File: src/rtl/fifo_wr_ptr_full.sv
// Write-side pointer, full/level/almost-full and sticky overflow logic for an async FIFO.
// Optional almost-full flag is built only when FIFO_WR_ALMOST_FULL_EN is defined.
module fifo_wr_ptr_full #(
  parameter int PTR_WIDTH   = 4,
  parameter int FIFO_DEPTH  = 8,
  parameter int SYNC_STAGES = 2,
  parameter int AF_THRESH   = 6
) (
  input  logic                 w_clk,
  input  logic                 w_rst_n,
  input  logic                 w_inc,
  input  logic [PTR_WIDTH-1:0] r_gray_ptr,
  input  logic                 w_ovf_clr,
  output logic [PTR_WIDTH-2:0] w_addr,
  output logic [PTR_WIDTH-1:0] w_gray_ptr,
  output logic                 w_full,
  output logic                 w_almost_full,
  output logic [PTR_WIDTH-1:0] w_level,
  output logic                 w_ovf
);

  localparam int ADDR_W = $clog2(FIFO_DEPTH);

  logic [PTR_WIDTH-1:0] w_bin_reg;
  logic [PTR_WIDTH-1:0] w_gray_reg;
  logic [PTR_WIDTH-1:0] level_reg;
  logic                 full_reg;
  logic                 ovf_reg;

  logic [PTR_WIDTH-1:0] w_bin_next;
  logic [PTR_WIDTH-1:0] w_gray_next;
  logic [PTR_WIDTH-1:0] level_next;
  logic [PTR_WIDTH-1:0] full_gray;
  logic                 full_next;
  logic                 wr_en;

  logic [PTR_WIDTH-1:0] rq_gray;
  logic [PTR_WIDTH-1:0] rq_bin;

  // Read-pointer synchronizer: plain flop chain, nothing combinational ahead of stage 0.
  generate
    for (genvar gi = 0; gi < SYNC_STAGES; gi++) begin : g_sync
      logic [PTR_WIDTH-1:0] stage_reg;
      if (gi == 0) begin : g_first
        always_ff @(posedge w_clk or negedge w_rst_n) begin
          if (!w_rst_n) stage_reg <= '0;
          else          stage_reg <= r_gray_ptr;
        end
      end else begin : g_next
        always_ff @(posedge w_clk or negedge w_rst_n) begin
          if (!w_rst_n) stage_reg <= '0;
          else          stage_reg <= g_sync[gi-1].stage_reg;
        end
      end
    end
  endgenerate

  assign rq_gray = g_sync[SYNC_STAGES-1].stage_reg;

  generate
    for (genvar gi = 0; gi < PTR_WIDTH; gi++) begin : g_g2b
      assign rq_bin[gi] = ^rq_gray[PTR_WIDTH-1:gi];
    end
  endgenerate

  assign wr_en       = w_inc && !full_reg;
  assign w_bin_next  = w_bin_reg + {{(PTR_WIDTH-1){1'b0}}, wr_en};
  assign w_gray_next = w_bin_next ^ (w_bin_next >> 1);

  // Full when our next pointer is exactly one lap ahead of the synchronized read pointer.
  assign full_gray  = {~rq_gray[PTR_WIDTH-1:PTR_WIDTH-2], rq_gray[PTR_WIDTH-3:0]};
  assign full_next  = (w_gray_next == full_gray);
  assign level_next = w_bin_next - rq_bin;

  always_ff @(posedge w_clk or negedge w_rst_n) begin
    if (!w_rst_n) begin
      w_bin_reg  <= '0;
      w_gray_reg <= '0;
      full_reg   <= 1'b0;
      level_reg  <= '0;
      ovf_reg    <= 1'b0;
    end else begin
      w_bin_reg  <= w_bin_next;
      w_gray_reg <= w_gray_next;
      full_reg   <= full_next;
      level_reg  <= level_next;
      if (w_inc && full_reg) ovf_reg <= 1'b1;
      else if (w_ovf_clr)    ovf_reg <= 1'b0;
    end
  end

  assign w_addr     = w_bin_reg[ADDR_W-1:0];
  assign w_gray_ptr = w_gray_reg;
  assign w_full     = full_reg;
  assign w_level    = level_reg;
  assign w_ovf      = ovf_reg;

`ifdef FIFO_WR_ALMOST_FULL_EN
  localparam logic [PTR_WIDTH-1:0] AF_LEVEL = PTR_WIDTH'(AF_THRESH);

  logic af_reg;

  always_ff @(posedge w_clk or negedge w_rst_n) begin
    if (!w_rst_n) af_reg <= 1'b0;
    else          af_reg <= (level_next >= AF_LEVEL);
  end

  assign w_almost_full = af_reg;
`else
  // Flag compiled out; the threshold is still referenced so the parameter set is build-independent.
  assign w_almost_full = 1'b0 && (AF_THRESH > 0);
`endif

endmodule
File: config.mk
export PLATFORM = sky130hd
export DESIGN_NAME = fifo_wr_ptr_full
export DESIGN_NICKNAME = d
export VERILOG_FILES = /design/src/rtl/fifo_wr_ptr_full.sv
export SDC_FILE = /design/constraint.sdc
export NUM_CORES = 1
export LEC_CHECK = 0
export ABC_AREA = 1
export BUFFER_PORTS_ARGS = -buffer_cell sky130_fd_sc_hd__buf_2
export CAP_MARGIN = 30
export CORE_MARGIN = 3
export CORE_UTILIZATION = 55
export DETAILED_ROUTE_END_ITERATION = 6
export MAX_ROUTING_LAYER = met4
export PLACE_DENSITY_LB_ADDON = 0.3
export REMOVE_ABC_BUFFERS = 1
export SLEW_MARGIN = 10
export SYNTH_ARGS = -nofsm -noshare
export SYNTH_HDL_FRONTEND = slang
export SYNTH_SLANG_ARGS = --single-unit
File: constraint.sdc
create_clock -name w_clk -period 2.6 [get_ports w_clk]
set_input_delay 0.52 -clock w_clk [delete_from_list [all_inputs] [get_ports w_clk]]
set_output_delay 0.52 -clock w_clk [all_outputs]
set_load 0.02 [all_outputs]
==> qor.yml <==
worst_setup_path:
  cpLargestDelayFamily: "simple AND/OR/NAND/NOR gates"
  critPathKind: "register to register"
  cp_slowest_stage_delay_ps: 400
  end_kind: "register"
  cp-start-kind: "register"
  cp_num_buf_inv: 1
  crit_required_ps: 2790
  cp.arrival_ps: 2140
  path_cells: "nor2_1, ha_1, ha_1, inv_1, nand2_1, nand2_2, ha_1, nand2_1, nand3b_1, nand3_1, nand2_1"
  path_max_fanout: 5
  worst_path_max_delay_cell: "dfrtp_1"
drt:
  vias: 716
  drt_iter0_markers: 7
  vias_per_cell: 5.04
  totalWireLength_um: 1540
  drc_errors: 0
  wl_per_cell_um: 10.8
  drtAntennaViolNets: 0
  detail_route.first_pass.iterations: 4
synthesis:
  synth_top_area_share_pct: 54.6
  ys_types: 18
  ys_top_cells_by_count: "26 x nand2_1, 21 x dfrtp_1, 18 x inv_1, 8 x nand3_1"
  synthArstFlopShare_pct: 100
  synth_seq_cells: 21
  synthFlopType: "dfrtp_1"
  yosysWarnings: 0
  synth_cells: 103
  avgSynthCellArea_um2: 9.34
  synth_area_leaders: "dfrtp_1 55%, nand2_1 10%, ha_1 7.8%, inv_1 7.0%, nand3_1 4.2%"
  yosysMostFrequentCell: "nand2_1"
  synth_seq_area_share_pct: 54.6
  synth_top_area_cell: "dfrtp_1"
  synth_edf_count: 0
  netlist_area_um2: 962
clock_tree:
  cts-hold-fix-buffers: 0
  ctsResizeCount: 0
  cts_tree: "done"
  clockRootBuffer: "clkbuf_4"
  clkSlewWorstSetupHoldPaths_ps: 110
  post_cts_buffers: 0
  clk_path_buf_depth: 2
  cts_buffers: 3
  clkSinkCount: 21
  h-tree-depth: 1
  insertion_delay_ps: 300
worst_hold_path:
  min_path_type: "input port to async pin"
die:
  rows: 14
  core_area_um2: 1580
  die_y_um: 47.8
  die_w_um: 47.8
  die_area_um2: 2290
  ios: 22
  start_util_pct: 61.0
cells_and_area:
  multiInputGateArea_um2: 354
  area_growth_pct: 14.4
  regArea_um2: 526
  fillers: 121
  final_nets: 141
  largest_reg_flops: 8
  antenna_cells: 0
  drive_gt1_share_pct: 27.0
global_routing:
  grt_pass1_wl_um: 2450
  grt_antenna_before_repair: 0
  track_usage_pct: 16.1
  grt_max_degree: 22
  first_global_vias: 647
  gr-total-overflow: 0
power_and_ir_drop:
  fin_total_pwr_w: 0.00139
  ir_drop_mv: 0.834
  p_per_area_nw_per_um2: 1260
  p_leak_nw: 0.624
timing:
  period_needed_ps: 1950
  rsz0062_at_grt: "false"
  finalSetupViolCount: 0
  clock_skew_ps: 9.43
  hold_viol_final: 0
  tns_ps: 0
  fmax_mhz: 513
  period_share_pct: 75.0
  finalMaxSlewViolations: 0
run:
  cap_violations: 0
placed_design:
  hpwl_um: 1230
  port_buffers: 20
  gp_congestion: 0.774
status:
  status: "finished, final reports clean"
## where the power goes
part / switching [W] / total [W] / internal [W]
Clock: 0.0000896 / 0.000149 / 0.0000597
Sequential: 0.0000559 / 0.000496 / 0.000440
Combinational: 0.000485 / 0.000747 / 0.000263
Total: 0.000630 / 0.00139 / 0.000763
## layer usage
metal | global-route usage, % | vias to the layer above | part of all wire [%]
li1 | - | 358 | -
met1 | 16.2 | 333 | 42
met2 | 30.3 | 21 | 53
met3 | 2.26 | 4 | 4.1
met4 | 6.45 | 0 | 1.4
met5 | - | - | 0
## cells by family (layout without fill, tap and decap cells)
family	after synthesis	after routing	share of synthesized area (%)
simple gates	49	49	24.8
fa+ha+maj	6	6	7.80
flops	21	21	54.6
xor+xnor	3	3	2.73
buf+inv	21	44	8.58
compound gates	2	2	1.04
other cells	1	1	0.390
## layout by cell type (no fill, tap or decap)
master,n
nand2_1,26
dfrtp_1,21
buf_2,20
inv_1,18
nand3_1,8
nand2_2,6
ha_1,6
nand3_2,3
clkbuf_4,3
inv_2,2
xor2_1,2
nand4_1,2
nor2_1,2
and2_1,1
nand3b_1,1
a21oi_1,1
xnor2_1,1
o21ai_0,1
conb_1,1
clkbuf_1,1
## cell type report
cell class / instances / share of cell area, %
Tap cell: 16 / 1.82
Inverter: 20 / 6.82
Timing Repair Buffer: 20 / 9.09
Multi-Input combinational cell: 61 / 32.2
Sequential cell: 21 / 47.7
Clock buffer: 4 / 2.39
## stage by stage
step	cells	cell area [µm²]	hold WS [ps]	setup WS, ps	utilization (%)
floorplan	102	955	224	690	-
global placement	138	1070	334	470	68.2
detailed placement	138	1070	335	393	68.2
CTS	142	1100	162	625	69.8
global route	142	1100	166	432	69.8
finish	142	1100	145	650	69.8
## worst paths after layout
| kind | start | endpoint | slack (ps) | depth (start not counted) |
|---|---|---|---|---|
| max | w_full | w_level[3] | 650 | 11 |
| min | w_rst_n | w_bin_reg[1] | 150 | 1 |
| max reg2reg | w_full | w_level[3] | 650 | 11 |
| min reg2reg | g_sync[0].stage_reg[1] | g_sync[1].stage_reg[1] | 360 | 0 |
| max in group asynchronous | w_rst_n | g_sync[0].stage_reg[2] | 2140 | 1 |
| min in group w_clk | r_gray_ptr[0] | g_sync[0].stage_reg[0] | 320 | 1 |
Note: power is estimated with default switching activity, not from simulation.
